--- src/rtl/logger_fifo_gen.sv ---
// Synchronous logger FIFO with FWFT or standard read mode, occupancy count and programmable flags.
// Optional occupancy/drop statistics are compiled in with LOGGER_FIFO_STATS_EN.
module logger_fifo_gen #(
   parameter int unsigned WIDTH             = 8,
   parameter int unsigned DEPTH             = 256,
   parameter int unsigned PROG_FULL_THRESH  = DEPTH - 56,
   parameter int unsigned PROG_EMPTY_THRESH = 4,
   parameter int unsigned FWFT              = 1,
   localparam int unsigned AW               = $clog2(DEPTH),
   localparam int unsigned CW               = AW + 1
) (
   input  logic             clk,
   input  logic             rst,
   input  logic             wr_en,
   input  logic [WIDTH-1:0] din,
   output logic             full,
   output logic             prog_full,
   output logic             overflow,
   input  logic             rd_en,
   output logic [WIDTH-1:0] dout,
   output logic             dout_valid,
   output logic             empty,
   output logic             prog_empty,
   output logic             underflow,
   output logic [CW-1:0]    count
`ifdef LOGGER_FIFO_STATS_EN
   ,
   output logic [CW-1:0]    max_count,
   output logic [15:0]      drop_count
`endif
);

   if (DEPTH < 4 || DEPTH > 4096 || (DEPTH & (DEPTH - 1)) != 0) begin : g_bad_depth
      $error("logger_fifo_gen: DEPTH must be a power of two in 4..4096");
   end
   if (PROG_FULL_THRESH < 1 || PROG_FULL_THRESH > DEPTH) begin : g_bad_pfull
      $error("logger_fifo_gen: PROG_FULL_THRESH out of range");
   end
   if (PROG_EMPTY_THRESH > DEPTH - 1) begin : g_bad_pempty
      $error("logger_fifo_gen: PROG_EMPTY_THRESH out of range");
   end
   if (WIDTH < 1 || WIDTH > 64) begin : g_bad_width
      $error("logger_fifo_gen: WIDTH out of range");
   end

   logic [WIDTH-1:0] mem_q [DEPTH];
   logic [CW-1:0]    wr_ptr_q, wr_ptr_d, rd_ptr_q, rd_ptr_d;
   logic [CW-1:0]    count_q, count_d;
   logic [WIDTH-1:0] dout_q, dout_d;
   logic             dout_valid_q, dout_valid_d;
   logic             full_q, empty_q, prog_full_q, prog_empty_q;
   logic             overflow_q, underflow_q;
   logic             wr_acc, rd_acc;
   logic [AW-1:0]    rd_addr_nxt;

   // Accept decisions use the flags registered at the start of the cycle
   always_comb begin
      wr_acc      = wr_en && !full_q;
      rd_acc      = rd_en && !empty_q;
      wr_ptr_d    = wr_ptr_q + CW'(wr_acc);
      rd_ptr_d    = rd_ptr_q + CW'(rd_acc);
      count_d     = wr_ptr_d - rd_ptr_d;
      rd_addr_nxt = rd_ptr_q[AW-1:0] + AW'(1);
   end

   // FWFT keeps the head word in dout_q; a pop loads its successor, which may be din itself
   always_comb begin
      dout_d       = dout_q;
      dout_valid_d = 1'b0;
      if (FWFT != 0) begin
         dout_valid_d = (count_d != '0);
         if (rd_acc) begin
            if (count_q > CW'(1)) begin
               dout_d = mem_q[rd_addr_nxt];
            end else if (wr_acc) begin
               dout_d = din;
            end
         end else if (wr_acc && empty_q) begin
            dout_d = din;
         end
      end else if (rd_acc) begin
         dout_d       = mem_q[rd_ptr_q[AW-1:0]];
         dout_valid_d = 1'b1;
      end
   end

   always_ff @(posedge clk) begin
      if (wr_acc) begin
         mem_q[wr_ptr_q[AW-1:0]] <= din;
      end
   end

   always_ff @(posedge clk or posedge rst) begin
      if (rst) begin
         wr_ptr_q     <= '0;
         rd_ptr_q     <= '0;
         count_q      <= '0;
         dout_q       <= '0;
         dout_valid_q <= 1'b0;
         full_q       <= 1'b0;
         empty_q      <= 1'b1;
         prog_full_q  <= 1'(PROG_FULL_THRESH == 0);
         prog_empty_q <= 1'b1;
         overflow_q   <= 1'b0;
         underflow_q  <= 1'b0;
      end else begin
         wr_ptr_q     <= wr_ptr_d;
         rd_ptr_q     <= rd_ptr_d;
         count_q      <= count_d;
         dout_q       <= dout_d;
         dout_valid_q <= dout_valid_d;
         full_q       <= (count_d == CW'(DEPTH));
         empty_q      <= (count_d == '0);
         prog_full_q  <= (count_d >= CW'(PROG_FULL_THRESH));
         prog_empty_q <= (count_d <= CW'(PROG_EMPTY_THRESH));
         overflow_q   <= wr_en && full_q;
         underflow_q  <= rd_en && empty_q;
      end
   end

   assign full       = full_q;
   assign prog_full  = prog_full_q;
   assign overflow   = overflow_q;
   assign dout       = dout_q;
   assign dout_valid = dout_valid_q;
   assign empty      = empty_q;
   assign prog_empty = prog_empty_q;
   assign underflow  = underflow_q;
   assign count      = count_q;

`ifdef LOGGER_FIFO_STATS_EN
   logic [CW-1:0] max_count_q, max_count_d;
   logic [15:0]   drop_count_q, drop_count_d;

   // Watermark trails count by one cycle; drop counter saturates
   always_comb begin
      max_count_d  = (count_q > max_count_q) ? count_q : max_count_q;
      drop_count_d = drop_count_q;
      if (wr_en && full_q && (drop_count_q != 16'hFFFF)) begin
         drop_count_d = drop_count_q + 16'd1;
      end
   end

   always_ff @(posedge clk or posedge rst) begin
      if (rst) begin
         max_count_q  <= '0;
         drop_count_q <= '0;
      end else begin
         max_count_q  <= max_count_d;
         drop_count_q <= drop_count_d;
      end
   end

   assign max_count  = max_count_q;
   assign drop_count = drop_count_q;
`endif

endmodule
--- config.mk ---
export PLATFORM = sky130hd
export DESIGN_NAME = logger_fifo_gen
export DESIGN_NICKNAME = d
export VERILOG_FILES = /design/src/rtl/logger_fifo_gen.sv
export SDC_FILE = /design/constraint.sdc
export NUM_CORES = 2
export LEC_CHECK = 0
export BUFFER_PORTS_ARGS = -buffer_cell sky130_fd_sc_hd__buf_2
export CAP_MARGIN = 10
export CORE_UTILIZATION = 57
export DETAILED_ROUTE_END_ITERATION = 16
export GPL_ROUTABILITY_DRIVEN = 0
export GPL_TIMING_DRIVEN = 0
export PLACE_DENSITY = 0.76
export SLEW_MARGIN = 10
export SYNTH_ARGS = -nofsm -noshare
export SYNTH_HDL_FRONTEND = slang
export SYNTH_SLANG_ARGS = --single-unit
--- constraint.sdc ---
create_clock -name clk -period 4.3 [get_ports clk]
set_input_delay 0.43 -clock clk [delete_from_list [all_inputs] [get_ports clk]]
set_output_delay 0.43 -clock clk [all_outputs]
set_load 0.01 [all_outputs]
==> run metrics <==
asr flop ratio synth 2.01%; Synth Cell Area 81,600 um^2; CP top delay family compound AO/OA/AOI/OAI gates; Static Leak ~29 nW; syn_nets 3,944; critical path launch point type flip-flop; Max FO, Critical Path 10; design area 91,200 um^2; Iter 0 DRT Violations 7,736; Hold Slack ~0.064 ns; DRC viols 0; post-synth top area share 75.4%; Slowest Stage Delay on Critical Path roughly 0.96 ns; core box area 142,000 um^2; Worst EP required 5.02 ns; ANT nets after route 0; Cell Chain, Critical Path ha_1 > buf_2 > clkdlybuf4s15_1 > mux4_2 > mux4_2 > a211oi_1 > a211oi_1 > a211o_1; violated checks capacitance limit, setup timing; CP Class flip-flop to flip-flop; DP Area 84,600 um^2; EDFF count, synth around 2,000; worst-margin pin slew 1.49 ns; CTS H-Tree Depth 4; #FFs+latches synth 2,090; Vias/cell slightly below 7; Critical Path AT 5.14 ns; CTS Buf Count 196; clock sinks 2,090; CTS tree done; share of layout cells above drive strength 1 25.0%; std cell rows 138; routed via count ~43,000; Final Hold Fails 0; sequential area share after synthesis roughly 77%; worst-skew pair later-pin latency around 0.84 ns; GRT overflow 0; largest cells by area after synthesis edfxtp_1 75%, mux4_2 16%, nand2_1 1.6%, nor2_1 1.3%, dfrtp_1 1.2%; # port buffers 35; max_slew headroom 0.143%; RSZ-0062 raised after global routing true; Place WS -1.14 ns; CP max-delay cell a211oi_1; Tcrit/Tclk final 103%; PnR worst setup slack -0.117 ns; Synth area leader edfxtp_1; worst-case reg-to-reg path depth 8; initial antenna violation count 13; Primary FF master, synth edfxtp_1; Internal 0.0427 W; outcome complete, but fails checks; total track usage 31.1%; Power Dens Cells 750 nW/um^2; # setup viols final 47; Final min period 4.42 ns; First-pass DRT Iterations 8; clock power share 24.5%; vias in the first global route 42,300; Post-Syn Area per Cell approximately 21 um^2; Slew Viols, Final 0; Routed WL 223 mm; setup TNS -1.28 ns; nature of the critical path endpoint flip-flop; hold depth 1; fmax 226 MHz; DR WL/cell 35.8 um; first-pass GRT wire length roughly 310 mm; Worst-path clk slew 0.06 ns; Layout Nets about 4,200; total die area about 140,000 um^2; clock skew roughly 0.038 ns; total of max-cap violations 1; Synth Instances a little under 4,000; largest net degree at the start of global routing 162; Sw Ratio a little under two fifths; dpl hpwl 138 mm; YS warnings 0; Switching Power 0.0257 W; CP Buf/Inv Count 2; Comb pwr share 42.0%; Hold Crit Class input port to flip-flop; VDD IR-drop max 0.000589 V; Crit. path cell count 8; Seq pwr share approximately 34%; CTS Buffer Depth 3; Root Buffer clkbuf_16; Starting Density 57.5%; Yosys cell types 62; number of fill cells in the layout 8,980; total power ~0.068 W; die width roughly 380 um; Die H 380 um; IO Pins 36; area grow syn2layout 11.8%
-- cell families (layout without fill, tap and decap cells) --
group	after synthesis	in the layout	synth area share, %
xor gates and xnor gates	31	31	0.399
DFF	2090	2090	76.7
other	0	11	0
AOI/OAI and AO/OA	113	113	1.00
and+or+nand+nor	847	847	4.41
buffers and inverters	245	655	1.32
adders and majority gates	11	11	0.176
muxes	585	585	16.0
-- per-stage QoR --
step	std cells	utilization [%]
floorplan	3922	-
global placement	5847	59.3
detailed placement	5862	59.7
CTS	6213	64.1
global route	6223	64.3
finish	6233	64.3
-- sequential cells by signal, indices dropped and copies added, names as in the netlist --
| name | count |
|---|---|
| count | 9 |
| dout | 8 |
| dout_valid | 1 |
| empty | 1 |
| full | 1 |
| mem_q | 2048 |
| overflow | 1 |
| prog_empty | 1 |
| prog_full | 1 |
| rd_ptr_q | 9 |
| underflow | 1 |
| wr_ptr_q | 9 |
-- cell type report --
class	count	area, um^2	area share, %
multi-input combinational	1587	18100	19.9
clock inverter	86	711	0.780
timing repair buffer	66	776	0.851
clock buffer	263	5350	5.86
buffer	222	1180	1.29
inverter	18	71.3	0.0782
tap	1890	2360	2.59
sequential	2090	62600	68.6
antenna	11	27.5	0.0302
-- power by group through the flow --
stage	clock network [W]	registers (W)	logic [W]
6_report	0.0167	0.0229	0.0287
5_1_grt	0.0174	0.0229	0.0291
3_3_place_gp	0	0.0234	0.0263
3_5_place_dp	0	0.0233	0.0267
2_1_floorplan	0	0.0233	0.0162
4_1_cts	0.0167	0.0229	0.0273
-- path summary, 6_finish.rpt --
path,from,slack [ns],to
worst max-delay path,rd_ptr_q[1],-0.12,dout[7]
worst min-delay path,din[0],0.06,mem_q[251][0]
max in group asynchronous,rst,3.23,prog_empty
min in group asynchronous,rst,0.61,overflow
worst max register to register,rd_ptr_q[1],-0.12,dout[7]
worst min register to register,wr_ptr_q[8],0.48,wr_ptr_q[8]
-- per-layer routing --
layer  vias to the layer above  GRT usage [%]  share of wire (%)
met5                         -              0               0.10
met1                     22200           42.2                 35
li1                      16600              -                  -
met2                      3520           46.8                 46
met4                        23           14.2                5.5
met3                       678           9.52                 14
-- synthesized netlist by cell type (3+ instances only) --
cell type / number
a22o_1: 14
xnor2_1: 14
nor3_1: 17
nand2b_1: 4
clkbuf_1: 131
nand2_1: 342
edfxtp_1: 2048
inv_1: 18
a21oi_1: 20
nor4_1: 11
dfrtp_1: 40
a22oi_1: 4
buf_2: 68
o211a_1: 7
a31oi_1: 11
buf_4: 18
and2_1: 5
mux2i_1: 10
xor2_2: 3
nand4_1: 12
buf_1: 9
o221ai_1: 7
a211oi_1: 3
a221oi_1: 7
nor2_1: 277
o21ai_1: 3
ha_1: 9
o22ai_1: 22
o21a_1: 3
xor2_1: 11
mux4_2: 575
nor2b_1: 10
nand3_1: 150
and3_1: 4
-- what timing repair did --
item,CTS,global route
buffers inserted,0,9
hold endpoints to repair,57,0
pin swaps,1,1
hold buffers,6,0
resized for setup,77,53
setup endpoints to repair,18,13
-- cell usage in the layout, fill, tap and decap left out, types with 16 or more instances in the layout --
cell type / netlist / final
nand3_1: 150 / 150
inv_1: 18 / 16
buf_4: 18 / 30
nand2_1: 342 / 342
clkbuf_1: 131 / 124
clkinv_2: 0 / 31
clkbuf_16: 0 / 203
o22ai_1: 22 / 22
buf_2: 68 / 91
dfrtp_1: 40 / 40
edfxtp_1: 2048 / 2048
nor3_1: 17 / 17
clkbuf_2: 0 / 51
mux4_2: 575 / 575
a21oi_1: 20 / 20
clkinv_1: 0 / 39
nor2_1: 277 / 277
No activity file was read; power rests on OpenSTA's default activity.
